<file path="config.mk">
export PLATFORM = sky130hd
export DESIGN_NAME = iir_out_decimator
export DESIGN_NICKNAME = d
export VERILOG_FILES = /design/src/rtl/iir_out_decimator.sv
export SDC_FILE = /design/constraint.sdc
export NUM_CORES = 1
export LEC_CHECK = 0
export BUFFER_PORTS_ARGS = -buffer_cell sky130_fd_sc_hd__buf_2
export CAP_MARGIN = 20
export CORE_ASPECT_RATIO = 0.8
export CORE_UTILIZATION = 60
export CTS_CLUSTER_DIAMETER = 80
export DETAILED_ROUTE_END_ITERATION = 7
export GPL_TIMING_DRIVEN = 0
export MAX_ROUTING_LAYER = met4
export PLACE_DENSITY_LB_ADDON = 0.25
export REMOVE_ABC_BUFFERS = 1
export SETUP_SLACK_MARGIN = 0.4
export SYNTH_ARGS = -nofsm -noshare
export SYNTH_HDL_FRONTEND = slang
export SYNTH_SLANG_ARGS = --single-unit
</file>
<file path="constraint.sdc">
create_clock -name clk -period 4.7 [get_ports clk]
set_input_delay 0.94 -clock clk [delete_from_list [all_inputs] [get_ports clk]]
set_output_delay 0.94 -clock clk [all_outputs]
set_load 0.05 [all_outputs]
</file>
<file path="src/rtl/iir_out_decimator.sv">
// iir_out_decimator: block-averaging decimator behind the IIR section.
// It sums 2^log2_decim input samples and divides by arithmetic shift, then saturates
// the average to out_width. The result goes into a first-word-fall-through FIFO
// with a valid/ready read port and a sticky overflow flag.
module iir_out_decimator #(
  parameter int bitwidth   = 32,
  parameter int out_width  = 16,
  parameter int log2_decim = 2,
  parameter int addr_width = 3
) (
  input  logic                        clk,
  input  logic                        rst,
  input  logic                        in_en,
  input  logic signed [bitwidth-1:0]  x,
  output logic signed [out_width-1:0] out_data,
  output logic                        out_valid,
  input  logic                        out_ready,
  output logic [addr_width:0]         fill,
  output logic                        overflow
);

  localparam int accw  = bitwidth + log2_decim;
  localparam int cntw  = (log2_decim > 0) ? log2_decim : 1;
  localparam int depth = 1 << addr_width;

  localparam logic [cntw-1:0]         last_phase = cntw'((1 << log2_decim) - 1);
  localparam logic [addr_width:0]     fill_full  = (addr_width + 1)'(depth);
  localparam logic signed [accw-1:0]  sat_max    = {{(accw - out_width + 1){1'b0}}, {(out_width - 1){1'b1}}};
  localparam logic signed [accw-1:0]  sat_min    = {{(accw - out_width + 1){1'b1}}, {(out_width - 1){1'b0}}};

  logic signed [accw-1:0]      acc;
  logic signed [accw-1:0]      sum;
  logic signed [accw-1:0]      avg;
  logic [cntw-1:0]             cnt;
  logic signed [out_width-1:0] result;
  logic [addr_width-1:0]       rd_ptr;
  logic [addr_width-1:0]       wr_ptr;
  logic signed [out_width-1:0] mem [depth];
  logic                        dump;
  logic                        pop;
  logic                        push;
  logic                        full;

  assign sum  = acc + accw'(x);
  assign avg  = sum >>> log2_decim;
  assign dump = in_en && (cnt == last_phase);
  assign full = (fill == fill_full);

  assign out_valid = (fill != '0);
  assign out_data  = mem[rd_ptr];
  assign pop       = out_valid && out_ready;
  assign push      = dump && (!full || pop);

  // Clamp the block average into the signed output range.
  always_comb begin
    result = avg[out_width-1:0];
    if (avg > sat_max) begin
      result = sat_max[out_width-1:0];
    end else if (avg < sat_min) begin
      result = sat_min[out_width-1:0];
    end
  end

  // Accumulate enabled samples; the last sample of a block clears the running sum.
  always_ff @(posedge clk or negedge rst) begin
    if (!rst) begin
      acc <= '0;
      cnt <= '0;
    end else if (in_en) begin
      if (dump) begin
        acc <= '0;
        cnt <= '0;
      end else begin
        acc <= sum;
        cnt <= cnt + cntw'(1);
      end
    end
  end

  // Circular FIFO: push and pop move their pointers, and a dump into a full FIFO sets overflow.
  always_ff @(posedge clk or negedge rst) begin
    if (!rst) begin
      rd_ptr   <= '0;
      wr_ptr   <= '0;
      fill     <= '0;
      overflow <= 1'b0;
      for (int i = 0; i < depth; i++) begin
        mem[i] <= '0;
      end
    end else begin
      if (push) begin
        mem[wr_ptr] <= result;
        wr_ptr      <= wr_ptr + addr_width'(1);
      end
      if (pop) begin
        rd_ptr <= rd_ptr + addr_width'(1);
      end
      if (push && !pop) begin
        fill <= fill + (addr_width + 1)'(1);
      end else if (pop && !push) begin
        fill <= fill - (addr_width + 1)'(1);
      end
      if (dump && full && !pop) begin
        overflow <= 1'b1;
      end
    end
  end

endmodule

</file>
==> metrics, run 1 <==
outcome complete, no violations; Synth Register Bits 175; Pleak 5.25 nW; Sink Count 175; Syn Inst Count 1036; Setup-failing EPs final 0; # DRC 0; Nets 1158; Async SR Flop Fraction 100%; DRT iter0 DRCs 706; most numerous cell in the Yosys netlist dfrtp_1; cell taking the most area after synthesis dfrtp_1; Sw Share 47.2%; critical path data required time 5010 ps; # fillers 1273; max_slew headroom 21.7%; vias in the first global route 8351; area of the multi-input gates 0.00606 mm2; die height 122 um; maximum clock insertion buffer count 2; Seq pwr share 27.4%; power share of the combinational group 58.4%; Final Wtd Congestion 0.918; pwr dens 825 mW/mm2; Cell Rows 43; root buf cell clkbuf_16; Mapped Area 0.0108 mm2; CTS tree done; Max Slew Vio Count 0; Final Hold Vio Count 0; Main synth FF type dfrtp_1; EDFF count, synth 0; Tightest Hold Check Type reg -> reg; crit path DAT 4500 ps; hpwl dp 19100 um; setup TNS 0 ps; CTS buffer count 17; boundary pin count 58; worst r2r src acc[0]; fmax 0.239 GHz; Synth area leaders dfrtp_1 (41%), a211oi_2 (6.9%), mux4_2 (6.7%), ha_1 (4.5%), nor2_1 (4.3%); IO Port Bufs 57; first-pass GRT wire length 45100 um; Overflow after GRT 0; Clock Latency Late Sink 430 ps; clock group share of total power 14.2%; post-DR wirelength/cell 21.7 um; Worst setup EP type flip-flop; die area 0.0185 mm2; Synth cell types 79; Peak VDD IR 0.378 mV; area occupied by registers 0.00438 mm2; Worst Skew 14.5 ps; Vias/cell 6.58; cell-internal power 5.34 mW; Syn-to-layout area delta 13.9%; clk slew on worst S/H paths 70 ps; Worst-Margin Slew 1170 ps; drt total wl 28500 um; largest net degree at the start of global routing 103; post-route clock period utilization 89.2%; switching pwr 4.78 mW; register area share after synthesis 40.7%; max cap viols 0; synth cell count leaders dfrtp_1 (175), nor2_1 (123), nand2_1 (88); design area 0.0123 mm2; post-route ant nets 0; CP startpoint x[0]; H-tree depth 4; antenna violations before repair 0; via count 8670; Crit Path Class in -> reg; Pre-Repair DR Iteration Count 5; n_diodes 0; aggregate global-route resource usage 33.4%; HP Start cnt[0]; initial cell density of the core 61.8%; RSZ-0062 raised after global routing no; Die X 152 um; CP Launch Type input port; Max FO, Critical Path 13; core area 0.0174 mm2; yosys warns 0; top cell type's share of synthesized area 40.7%; post-layout util 70.4%; layout cell share with drive strength beyond 1 28.4%; min Tclk post-route 4190 ps; syn avg cell area 10.4 um2; Placed Area 0.0114 mm2
## what timing repair did
item	CTS	global route
endpoints found under the setup margin	120	120
hold buffers	0	0
gates resized for setup	10	17
endpoints found under the hold margin	0	0
setup buffers	9	5
gates cloned	2	0
pin swaps	6	5
## metal layers
layer	part of all wire, %	GRT usage, %	vias up
li1	-	-	3923
met1	46	47.8	4344
met2	46	48.3	352
met3	6.7	6.74	51
met4	1.9	8.97	0
met5	0	-	-
## placed cells by master, fill, tap and decap left out, types with 31 or more instances in the layout
cell type / n
o22ai_1: 31
nand2_1: 88
a21oi_1: 34
ha_1: 37
inv_1: 49
a211oi_2: 60
dfrtp_1: 173
mux4_2: 32
nor2_1: 122
buf_2: 56
## logic make-up after synthesis
| group | count (synthesis) | synth area share (%) |
|---|---|---|
| compound gates | 295 | 23.3 |
| xor+xnor | 39 | 3.24 |
| fa+ha+maj | 41 | 4.90 |
| buf+inv | 120 | 5.19 |
| flops | 175 | 40.7 |
| mux | 54 | 8.96 |
| simple gates | 312 | 13.7 |
## metrics by stage
step	instances	setup WS, ps	hold slack (ps)	power [mW]
floorplan	966	-505	443	6.90
global placement	1248	-2360	455	8.02
detailed placement	1271	-632	463	8.31
CTS	1313	417	479	9.94
global route	1318	366	502	10.7
finish	1318	509	480	10.1
## layout make-up
class | count | area share [%]
multi-input combinational | 743 | 49.4
clock buffer | 25 | 4.28
sequential | 175 | 35.7
clock inverter | 6 | 0.561
timing repair buffer | 94 | 6.23
tap | 225 | 2.29
inverter | 50 | 1.53
## final timing paths
kind	to	slack [ps]	depth (start not counted)
worst max-delay path	mem[107]	510	18
worst min-delay path	cnt[0]	480	1
worst max register to register	mem[107]	730	17
worst min register to register	cnt[0]	480	1
max in group asynchronous	mem[14]	3280	2
min in group asynchronous	fill[0]	490	1
## flip-flops by register name, indices dropped and copies added (netlist names)
register,count
wr_ptr,3
rd_ptr,3
cnt,2
acc,34
overflow,1
mem,128
fill,4
## critical path, stage by stage
cell	delay [ps]
buf_2	80
ha_1	190
inv_1	70
fa_1	410
nor2b_2	200
o2111ai_4	200
a21oi_2	210
buf_4	150
nor3_4	50
or3_1	370
and2_1	190
or2_1	270
nor4_4	210
buf_4	210
buf_8	200
nor3_4	70
buf_12	170
a311oi_1	290
## power by group through the flow
stage               Combinational, mW  Sequential (mW)  Clock [mW]
floorplan                        4.21             2.69           0
global placement                 5.24             2.78           0
detailed placement               5.54             2.76           0
CTS                              5.74             2.75        1.45
global route                     6.35             2.86        1.51
finish                           5.91             2.77        1.44
Note: power is estimated with default switching activity, not from simulation.
==> run 2: changes to the inputs <==
- CORE_ASPECT_RATIO: 0.8 -> 2
- CORE_MARGIN: unset -> 2
- SLEW_MARGIN: unset -> 20
==> metrics, run 2 (same netlist as run 1, synthesis figures left out) <==
outcome complete, no violations (unchanged); wire length on met3 1080 um (was 1920 um); Die X 98.7 um (was 152 um); post-route ant nets 0 (unchanged); post-DR wirelength/cell 22.9 um (was 21.7 um); Peak VDD IR 0.497 mV (was 0.378 mV); n_diodes 0 (unchanged); IO Port Bufs 57 (unchanged); CTS tree done (unchanged); Vias/cell 6.58 (about the same); worst r2r src acc[9] (was acc[0]); pre-CTS setup slack -878 ps (was -632 ps); Pleak 5.25 nW (about the same); crit path DAT 4500 ps (about the same); CP Launch Type input port (unchanged); Biggest register mem (unchanged); Sink Count 175 (unchanged); max cap viols 0 (unchanged); die height 193 um (was 122 um); Max FO, Critical Path 13 (unchanged); Pre-Repair DR Iteration Count 5 (unchanged); root buf cell clkbuf_16 (unchanged); met2 wire length 16300 um (was 13000 um); most frequent cells in the layout dfrtp_1 (173), nor2_1 (122), nand2_1 (88) (unchanged); met1 wire length 10300 um (was 13000 um); Tightest Hold Check Type in -> async (was reg -> reg); Syn-to-layout area delta 13.8% (was 13.9%); # DRC 0 (unchanged); RSZ-0062 raised after global routing no (unchanged); Placed Area 0.0114 mm2 (about the same); vias in the first global route 9088 (was 8351); Max Slew Vio Count 0 (unchanged); initial cell density of the core 60.9% (was 61.8%); Setup-failing EPs final 0 (unchanged); Cell Rows 69 (was 43); CTS buffer count 17 (unchanged); post-layout util 69.2% (was 70.4%); largest registers mem (128), acc (34), fill (4) (unchanged); design area 0.0123 mm2 (about the same); boundary pin count 58 (unchanged); Worst setup EP type flip-flop (unchanged); clk slew on worst S/H paths 70 ps (about the same); Overflow after GRT 0 (unchanged); largest net degree at the start of global routing 76 (was 103); Final Wtd Congestion 1.00 (was 0.918); fmax 0.239 GHz (about the same); first-pass GRT wire length 47300 um (was 45100 um); max FFs per register 128 (unchanged); Crit Path Class in -> reg (unchanged); hpwl dp 21100 um (was 19100 um); post-route clock period utilization 88.9% (was 89.2%); area occupied by registers 0.00438 mm2 (about the same); H-tree depth 4 (unchanged); Setup WS post-layout 521 ps (was 509 ps); area of the multi-input gates 0.00605 mm2 (was 0.00606 mm2); # fillers 1252 (was 1273); pwr dens 831 mW/mm2 (was 825 mW/mm2); maximum clock insertion buffer count 2 (unchanged); Worst Skew 11.9 ps (was 14.5 ps); max_slew headroom 30.7% (was 21.7%); aggregate global-route resource usage 33.0% (was 33.4%); critical path data required time 5030 ps (was 5010 ps); via count 8596 (was 8670); drt total wl 29900 um (was 28500 um); Final Hold Vio Count 0 (unchanged); Tot Pwr 10.2 mW (was 10.1 mW); Worst-Margin Slew 1040 ps (was 1170 ps); Non-Filler Instances 1306 (was 1318); layout cell share with drive strength beyond 1 28.9% (was 28.4%); antenna violations before repair 0 (unchanged); core area 0.0177 mm2 (was 0.0174 mm2); commonest non-fill, non-tap cell in the layout dfrtp_1 (unchanged); min Tclk post-route 4180 ps (was 4190 ps); Top Metal Used met4 (unchanged); die area 0.0191 mm2 (was 0.0185 mm2); CP startpoint x[12] (was x[0]); DRT iter0 DRCs 460 (was 706); Clock Latency Late Sink 440 ps (was 430 ps); placed insts 1263 (was 1271); Nets 1157 (was 1158)
-- run 2: changes by cell type in the layout (fill, tap and decap cells not counted), sizes merged --
cell / previous run / this run
buf: 94 / 95
bufinv: 1 / 3
clkbuf: 25 / 18
clkinv: 2 / 4
clkinvlp: 1 / 3
inv: 52 / 54
xnor2: 30 / 28
-- run 2: what timing repair did --
action | 4_1_cts | 5_1_grt
setup buffers | 8 | 3
setup endpoints to repair | 120 | 120
resized for setup | 13 | 15
hold buffers | 0 | 0
pin swaps | 6 | 3
-- run 2: path summary, 6_finish.rpt --
kind	cells past startpoint	slack, ps	end
max	14	520	mem[80]
min	1	360	fill[2]
max reg2reg	13	740	mem[80]
min reg2reg	1	460	overflow
max in group asynchronous	3	3300	mem[122]
min in group clk	1	460	overflow
-- run 2: critical path: stages --
cell,delay (ps)
buf_2,110
ha_1,430
nand4_1,250
nor3_2,270
nand3_1,210
and4_1,250
or3_1,430
a211oi_2,300
nand4_1,200
nor4_4,340
buf_6,230
nor3_4,70
buf_12,170
a311oi_1,290
-- run 2: final cells by class --
cell class,count,area share (%)
Sequential cell,175,35.8
Clock inverter,14,1.45
Timing Repair Buffer,95,6.14
Inverter,50,1.53
Clock buffer,18,3.58
Tap cell,213,2.17
Multi-Input combinational cell,741,49.3
-- run 2: power by group --
part           internal (mW)  leakage [nW]  total (mW)  switching (mW)
logic                   2.29          2.73        5.92            3.62
registers               2.19          2.23        2.77           0.580
clock network          0.861         0.296        1.50           0.641
-- run 2: routing by layer --
layer,global-route usage (%),vias up
li1,-,3916
met1,34.2,4240
met2,57.2,296
met3,3.97,144
met4,22.9,0
met5,-,-
-- run 2: through the flow --
step | setup TNS [ps] | hold WS (ps)
2_1_floorplan | -26490 | 443
3_3_place_gp | -250420 | 446
3_5_place_dp | -95000 | 452
4_1_cts | 0 | 364
5_1_grt | 0 | 367
6_report | 0 | 363
